`src/rtl/word_unloader_pkg.sv`:
```
// Shared types and helpers for the word unloader: FSM states, bit-order selectors,
// and the bit-counter width function.
package word_unloader_pkg;

   typedef enum logic {
      StIdle,
      StShift
   } state_e;

   localparam bit LsbFirst = 1'b0;
   localparam bit MsbFirst = 1'b1;

   // Width of the bit counter; never below one bit.
   function automatic int unsigned cnt_width(input int unsigned width);
      return (width > 1) ? $clog2(width) : 1;
   endfunction

endpackage

```
`src/rtl/word_shifter.sv`:
```
// Shift register and bit counter for one word in flight; presents the output-end bit
// and flags the final bit of the word.
module word_shifter
   import word_unloader_pkg::*;
#(
   parameter int unsigned DATA_WIDTH = 8,
   parameter bit          MSB_FIRST  = LsbFirst
) (
   input  logic                  clk,
   input  logic                  reset_n,
   input  logic                  load,
   input  logic [DATA_WIDTH-1:0] load_data,
   input  logic                  shift,
   output logic                  out_bit,
   output logic                  at_last
);

   localparam int unsigned     CntW   = cnt_width(DATA_WIDTH);
   localparam logic [CntW-1:0] CntMax = CntW'(DATA_WIDTH - 1);

   logic [DATA_WIDTH-1:0] sh_q;
   logic [DATA_WIDTH-1:0] sh_shifted;
   logic [CntW-1:0]       cnt_q;

   if (MSB_FIRST == MsbFirst) begin : g_msb
      assign sh_shifted = {sh_q[DATA_WIDTH-2:0], 1'b0};
      assign out_bit    = sh_q[DATA_WIDTH-1];
   end else begin : g_lsb
      assign sh_shifted = {1'b0, sh_q[DATA_WIDTH-1:1]};
      assign out_bit    = sh_q[0];
   end

   assign at_last = (cnt_q == CntMax);

   // A reload wins over a shift; the counter saturates at the last bit until reloaded.
   always_ff @(posedge clk or negedge reset_n) begin
      if (!reset_n) begin
         sh_q  <= '0;
         cnt_q <= '0;
      end else if (load) begin
         sh_q  <= load_data;
         cnt_q <= '0;
      end else if (shift && (cnt_q != CntMax)) begin
         sh_q  <= sh_shifted;
         cnt_q <= cnt_q + CntW'(1);
      end
   end

endmodule

```
`src/rtl/word_unloader.sv`:
```
// Two-slot parallel-in, bit-serial-out unloader with valid/ready handshake,
// last-bit marking, full flag and overflow pulse.
module word_unloader
   import word_unloader_pkg::*;
#(
   parameter int unsigned DATA_WIDTH = 8,
   parameter bit          MSB_FIRST  = LsbFirst
) (
   input  logic                  clk,
   input  logic                  reset_n,
   input  logic                  en,
   input  logic [DATA_WIDTH-1:0] d,
   output logic                  full,
   output logic                  overflow,
   output logic                  sout,
   output logic                  sout_valid,
   output logic                  sout_last,
   input  logic                  sout_ready
);

   state_e                state_q;
   logic [DATA_WIDTH-1:0] hold_q;
   logic                  hold_v_q;
   logic                  full_q;
   logic                  overflow_q;

   logic                  active;
   logic                  xfer;
   logic                  last_xfer;
   logic                  sh_load;
   logic [DATA_WIDTH-1:0] sh_load_data;
   logic                  sh_bit;
   logic                  sh_last;

   assign active    = (state_q == StShift);
   assign xfer      = active & sout_ready;
   assign last_xfer = xfer & sh_last;

   // Shift register reloads from idle, or on the final bit when another word is waiting.
   assign sh_load      = (~active & en) | (last_xfer & (hold_v_q | en));
   assign sh_load_data = hold_v_q ? hold_q : d;

   word_shifter #(
      .DATA_WIDTH (DATA_WIDTH),
      .MSB_FIRST  (MSB_FIRST)
   ) u_shifter (
      .clk       (clk),
      .reset_n   (reset_n),
      .load      (sh_load),
      .load_data (sh_load_data),
      .shift     (xfer),
      .out_bit   (sh_bit),
      .at_last   (sh_last)
   );

   always_ff @(posedge clk or negedge reset_n) begin
      if (!reset_n) begin
         state_q    <= StIdle;
         hold_q     <= '0;
         hold_v_q   <= 1'b0;
         full_q     <= 1'b0;
         overflow_q <= 1'b0;
      end else begin
         overflow_q <= 1'b0;
         unique case (state_q)
            StIdle: begin
               full_q <= 1'b0;
               if (en) begin
                  state_q <= StShift;
               end
            end
            StShift: begin
               if (last_xfer) begin
                  if (hold_v_q) begin
                     // Held word moves into the shifter; a new word refills the slot.
                     hold_v_q <= en;
                     full_q   <= en;
                     if (en) begin
                        hold_q <= d;
                     end
                  end else begin
                     full_q <= 1'b0;
                     if (!en) begin
                        state_q <= StIdle;
                     end
                  end
               end else if (en) begin
                  full_q <= 1'b1;
                  if (hold_v_q) begin
                     overflow_q <= 1'b1;
                  end else begin
                     hold_q   <= d;
                     hold_v_q <= 1'b1;
                  end
               end else begin
                  full_q <= hold_v_q;
               end
            end
            default: state_q <= StIdle;
         endcase
      end
   end

   assign sout_valid = active;
   assign sout       = active & sh_bit;
   assign sout_last  = active & sh_last;
   assign full       = full_q;
   assign overflow   = overflow_q;

endmodule

```
`config.mk`:
```
export PLATFORM = sky130hd
export DESIGN_NAME = word_unloader
export DESIGN_NICKNAME = d
export VERILOG_FILES = /design/src/rtl/word_unloader_pkg.sv /design/src/rtl/word_shifter.sv /design/src/rtl/word_unloader.sv
export SDC_FILE = /design/constraint.sdc
export NUM_CORES = 1
export LEC_CHECK = 0
export CAP_MARGIN = 10
export CORE_ASPECT_RATIO = 1.1
export CORE_MARGIN = 8
export CORE_UTILIZATION = 52
export DETAILED_ROUTE_END_ITERATION = 10
export PLACE_DENSITY_LB_ADDON = 0.05
export SYNTH_ARGS = -nofsm -noshare
export SYNTH_HDL_FRONTEND = slang
export SYNTH_SLANG_ARGS = --single-unit
```
`constraint.sdc`:
```
create_clock -name clk -period 2.5 [get_ports clk]
set_clock_uncertainty 0.05 [all_clocks]
set_input_delay 0.25 -clock clk [delete_from_list [all_inputs] [get_ports clk]]
set_output_delay 0.25 -clock clk [all_outputs]
set_load 0.01 [all_outputs]
```
==> results of run 1 <==
## kinds of logic (layout without fill, tap and decap cells)
| family | after synthesis | after routing | synth area share (%) |
|---|---|---|---|
| xor+xnor | 1 | 1 | 0.7771 |
| fa+ha+maj | 3 | 3 | 3.330 |
| buf+inv | 5 | 23 | 2.663 |
| flops | 23 | 23 | 51.05 |
| compound gates | 9 | 9 | 5.439 |
| mux | 33 | 33 | 30.19 |
| simple gates | 16 | 16 | 6.549 |
## power groups by stage
stage	sequential, mW	combinational (mW)	clock, mW
finish	0.583	0.452	0.174
CTS	0.585	0.462	0.179
detailed placement	0.594	0.461	0
global placement	0.585	0.442	0
floorplan	0.576	0.338	0
global route	0.604	0.504	0.191
## final cells by class
type | count | area [µm²]
flip-flops and latches | 23 | 575.6
clock buffers | 3 | 22.52
repair buffers | 19 | 182.7
well taps | 28 | 35.03
multi-input cells | 62 | 521.8
clock inverters | 1 | 5.005
fillers | 157 | 678.2
## cells in the mapped netlist, drive strengths merged
| cell type | n |
|---|---|
| a21boi | 1 |
| a21o | 1 |
| a21oi | 5 |
| and2 | 2 |
| buf | 5 |
| dfrtp | 23 |
| ha | 3 |
| mux2 | 8 |
| mux2i | 25 |
| nand2 | 5 |
| nand2b | 1 |
| nand3 | 2 |
| nand3b | 1 |
| nor2 | 5 |
| o21ai | 2 |
| xor2 | 1 |
## flip-flops by register name, summed over array words and instances, names as in the netlist
name             flops
sout_valid           1
u_shifter.sh_q       8
u_shifter.cnt_q      3
hold_q               8
full                 1
overflow             1
hold_v_q             1
## layer usage
layer | part of all wire (%) | global-route usage (%)
met4 | 1.2 | 4.478
met2 | 49 | 18.58
met5 | 0 | 0
met1 | 43 | 12.62
met3 | 6.2 | 2.761
## worst max-delay path by stage
stage | cells after the start | startpoint | endpoint
global route | 4 | u_shifter.cnt_q[0]$_DFFE_PN0P_ | sout_last
detailed placement | 5 | u_shifter.cnt_q[0]$_DFFE_PN0P_ | u_shifter.sh_q[2]$_DFFE_PN0P_
finish | 4 | u_shifter.cnt_q[0]$_DFFE_PN0P_ | sout_last
floorplan | 5 | u_shifter.cnt_q[0]$_DFFE_PN0P_ | hold_q[0]$_DFFE_PN0P_
CTS | 4 | u_shifter.cnt_q[0]$_DFFE_PN0P_ | sout_last
global placement | 5 | u_shifter.cnt_q[0]$_DFFE_PN0P_ | u_shifter.sh_q[4]$_DFFE_PN0P_
## stage by stage
stage,instances,hold WS (ps),total power [mW]
finish,136,226.2,1.208
global route,136,252.8,1.299
CTS,136,231.2,1.226
detailed placement,132,446.4,1.055
global placement,132,438.4,1.027
floorplan,90,-95.59,0.9133
## worst max-delay path: cells and delay by family, from the launching register on
kind                       cells  cell delay, ps
buffers and inverters          1             470
adders and majority gates      2             450
DFF                            1             420
and+or+nand+nor                1             170
==> impl_results.md, run 1 <==
* CP max-delay cell: clkdlybuf4s50_1
* CP required at 2200 ps
* Share of cells above drive strength 1 at 14.81%
* Latest clock arrival within the worst-skew pair at 310 ps
* Max-cap violation count at 0
* Die span in y at 64.84 µm
* Longest Clk Path Bufs at 2
* Setup-failing EPs final at 0
* Finished layout cell area at 1343 µm²
* Core ar. at 2021 µm²
* R2r setup slk at 500 ps
* Clk sinks at 23
* Gate power share at 37.4%
* HP Class: in -> async
* Reg clk slew, reported paths at 130 ps
* Reg2reg start: u_shifter.cnt_q[0]$_DFFE_PN0P_
* Worst R2R Path Depth at 5
* Die ar. at 3916 µm²
* Measured slew at the worst slew-check pin at 638.8 ps
* Final Wtd Congestion at 0.7415
* CP max FO at 5
* Final Hold Vio Count at 0
* Setup TNS at 0 ps
* Commonest non-fill, non-tap cell in the layout: mux2i_1
* Slew Viols, Final at 0
* Drt wl/cell at 13.77 µm
* Post-CTS sizing at 0
* Iter 0 DRT Violations at 13
* Core Util, Final at 66.44%
* FMAX at 470.9 MHz
* Syn Nets at 105
* Final wirelength at 1.873 mm
* GRT Residual Overflow at 0
* Final period utilization at 84.95%
* Rows at 17
* Overall routing resource usage at 10.96%
* Reg-to-Reg End: u_shifter.sh_q[2]$_DFFE_PN0P_
* Crit path largest cell delay at 470 ps
* Peak supply drop at 609.0 µV
* CTS buffer count at 3
* Detailed Place HPWL at 1.390 mm
* CP cell instances: ha_1 -> ha_1 -> and2_1 -> clkdlybuf4s50_1
* Final net count at 124
* Share of total power in the clock network at 14.4%
* Die X at 60.40 µm
* Net Sw Frac at 31.85%
* Register area share after synthesis at 51.05%
* Pleak at 0.6375 nW
* Post-CTS setup buffer count at 0
* Vias at 713
* Final antenna-violating net count at 0
* Post-Synthesis Cells at 90
* Status: finished, final reports clean
* TritonCTS clock tree: yes
* Worst EP arrival at 1820 ps
* Internal at 823.4 µW
* Clock root buffer: clkbuf_4
* Worst setup SP type: flip-flop
* Top Ports at 17
* Synth area leader: dfrtp_1
* Slew margin rel. at 57.29%
* Post-synth cell types at 18
* # DRC at 0
* Area share of the largest cell type after synthesis at 51.05%
* PD cells at 899.9 nW/µm²
* Initial Util at 55.79%
* CP endpoint kind: output port
* Most used cell, CP: ha_1
* First-pass DRT Iterations at 2
* Initial antenna violation count at 0
* RSZ-0062 raised after global routing: false
* Most frequent cells in the layout: mux2i_1, dfrtp_1, clkdlybuf4s50_1
* WS Path Type: reg -> out
* H-tree depth at 1
* I/O Buffers at 16
* Via-to-Cell Ratio at 5.243
* Vias in the first global route at 787
* Dpl ws at 472.1 ps
* ANT cells at 0
* Top cells by area, synth: dfrtp_1, mux2i_1, mux2_2, ha_1, a21oi_1
* Avg Cell Area, Syn at 12.53 µm²
* Placed standard-cell area at 1315 µm²
* Final min period at 2124 ps
* Syn-to-layout area delta at 19.09%
* Largest net degree at the start of global routing at 24
* Yosys warns at 0
* Netlist Area Pre-Place at 1127 µm²
* First-pass GRT wire length at 3.381 mm
* CTS Hold Bufs at 0
* Flops & latches, synth at 23
* Net Switching at 384.8 µW
* Worst setup margin at 376.3 ps
* Power share of the sequential group at 48.2%
(Power assumes the default switching activity.)
==> inputs of run 2 (changes only) <==
CORE_UTILIZATION = 47   (was 52)
clock period = 1.9 ns   (was 2.5 ns; I/O delays follow)
==> impl_results.md, run 2 (synthesis results as in run 1) <==
* Total power at 1.594 mW (was 1.208 mW)
* Overall routing resource usage at 10.74% (was 10.96%)
* FMAX at 550.2 MHz
* Layout Cells excl Fill at 141 (was 136)
* Syn-to-layout area delta at 21.42% (was 19.09%)
* Reg clk slew, reported paths at 120 ps (was 130 ps)
* Measured slew at the worst slew-check pin at 296.6 ps (was 638.8 ps)
* CP Launch Point: u_shifter.cnt_q[0]$_DFFE_PN0P_ (unchanged)
* Commonest non-fill, non-tap cell in the layout: mux2i_1 (unchanged)
* Initial Util at 50.06% (was 55.79%)
* Die ar. at 4223 µm² (was 3916 µm²)
* Fillers at 202 (was 157)
* I/O Buffers at 16 (unchanged)
* TritonCTS clock tree: yes (unchanged)
* Gate power share at 37.8% (was 37.4%)
* Worst EP arrival at 1970 ps (was 1820 ps)
* Drt wl/cell at 13.96 µm (was 13.77 µm)
* Core ar. at 2252 µm² (was 2021 µm²)
* Largest net degree at the start of global routing at 24 (unchanged)
* CP required at 2050 ps (was 2200 ps)
* Top Ports at 17 (unchanged)
* Clock root buffer: clkbuf_4 (unchanged)
* Setup TNS at 0 ps (unchanged)
* Die X at 62.70 µm (was 60.40 µm)
* PD cells at 1165 nW/µm² (was 899.9 nW/µm²)
* Die span in y at 67.37 µm (was 64.84 µm)
* Rows at 18 (was 17)
* Slew Viols, Final at 0 (unchanged)
* Most frequent cells in the layout: mux2i_1, dfrtp_1, clkdlybuf4s50_1 (unchanged)
* # DRC at 0 (unchanged)
* HP Class: in -> async (unchanged)
* CP max FO at 8 (was 5)
* Clk sinks at 23 (unchanged)
* Iter 0 DRT Violations at 6 (was 13)
* Net Sw Frac at 31.10% (was 31.85%)
* Final net count at 127 (was 124)
* WS Path Type: reg -> reg (was reg -> out)
* ANT cells at 0 (unchanged)
* Reg-to-Reg End: hold_q[7]$_DFFE_PN0P_ (was u_shifter.sh_q[2]$_DFFE_PN0P_)
* Worst R2R Path Depth at 5 (unchanged)
* Initial antenna violation count at 0 (unchanged)
* Longest Clk Path Bufs at 2 (unchanged)
* Max-cap violation count at 0 (unchanged)
* Final period utilization at 95.66%
* Peak supply drop at 783.4 µV (was 609.0 µV)
* GRT Residual Overflow at 0 (unchanged)
* Pleak at 0.6540 nW (was 0.6375 nW)
* Dpl ws at 9.964 ps (was 472.1 ps)
* RSZ-0062 raised after global routing: false (unchanged)
* Share of cells above drive strength 1 at 18.02% (was 14.81%)
* Internal at 1.099 mW (was 823.4 µW)
* Net Switching at 495.8 µW (was 384.8 µW)
* Final wirelength at 1.969 mm (was 1.873 mm)
* R2r setup slk at 80 ps (was 500 ps)
* Largest registers: hold_q x8, u_shifter.sh_q x8, u_shifter.cnt_q x3 (unchanged)
* Reg2reg start: u_shifter.cnt_q[0]$_DFFE_PN0P_ (unchanged)
* CTS buffer count at 3 (unchanged)
* Slew margin rel. at 80.18% (was 57.29%)
* H-tree depth at 1 (unchanged)
* Final Hold Vio Count at 0 (unchanged)
* Power share of the sequential group at 48.4% (was 48.2%)
* WHS at 165.0 ps (was 226.2 ps)
* Setup-failing EPs final at 0 (unchanged)
* First-pass GRT wire length at 3.601 mm (was 3.381 mm)
* Vias in the first global route at 801 (was 787)
* Final Wtd Congestion at 0.7026 (was 0.7415)
* CP endpoint kind: flip-flop (was output port)
* First-pass DRT Iterations at 4 (was 2)
* Final antenna-violating net count at 0 (unchanged)
* Status: finished, final reports clean (unchanged)
* Via-to-Cell Ratio at 5.227 (was 5.243)
* Share of total power in the clock network at 13.8% (was 14.4%)
* Worst setup margin at 82.45 ps (was 376.3 ps)
* Worst setup SP type: flip-flop (unchanged)
* Latest clock arrival within the worst-skew pair at 300 ps (was 310 ps)
* Cells after DPL at 136 (was 132)
* Final min period at 1818 ps
* Vias at 737 (was 713)
* Detailed Place HPWL at 1.439 mm (was 1.390 mm)
## run 2: cell count changes in the layout (fill, tap and decap cells not counted)
cell / delta
dlygate4sd2_1: +1
clkdlybuf4s50_1: -1
ha_2: +1
ha_1: -1
buf_4: +3
## run 2: power groups by stage
stage	registers (mW)	logic [mW]	clock network, mW
after floorplan	0.757	0.444	0
final	0.771	0.603	0.220
after global placement	0.781	0.580	0
after global routing	0.800	0.675	0.255
after CTS	0.774	0.621	0.232
after detailed placement	0.788	0.601	0
## run 2: what timing repair did
| action | CTS | global route |
|---|---|---|
| gates resized for setup | 2 | 0 |
| setup endpoints to repair | 9 | 6 |
| pin swaps | 1 | 1 |
| hold buffers | 0 | 0 |
| buffers inserted | 1 | 0 |
## run 2: critical path, cell delays in order (launching register included)
cell,delay (ps)
dfrtp_1,400
ha_1,230
ha_2,200
a21o_1,180
a21oi_4,280
mux2_2,370
## run 2: per-stage QoR
step	cell area (µm²)	utilization (%)
global placement	1333	59.17
CTS	1369	60.78
finish	1369	60.78
detailed placement	1333	59.17
floorplan	1127	-
global route	1369	60.78
## run 2: how the worst max path moves through the flow
stage	end	slack [ps]	cells past startpoint
2_1_floorplan	hold_q[0]$_DFFE_PN0P_	170	5
3_3_place_gp	hold_q[5]$_DFFE_PN0P_	80	5
3_5_place_dp	hold_q[7]$_DFFE_PN0P_	10	5
4_1_cts	hold_q[7]$_DFFE_PN0P_	30	5
5_1_grt	hold_q[3]$_DFFE_PN0P_	10	5
6_report	hold_q[7]$_DFFE_PN0P_	80	5
## run 2: area by class of cell
cell class	count	area, µm²	area share, %
flip-flops and latches	23	575.6	42.05
multi-input cells	62	524.3	38.30
repair buffers	22	203.9	14.90
well taps	30	37.54	2.742
clock buffers	3	22.52	1.645
clock inverters	1	5.005	0.3656
## run 2: routing by layer
layer  vias to the layer above  wire (µm)  share of wire, %  track usage, %
met1                       359        880                45           11.53
met3                         4         81               4.1           3.311
met4                         0         44               2.2           5.983
met2                        13        962                49           18.89
li1                        361          -                 -               -
met5                         -          0                 0               0
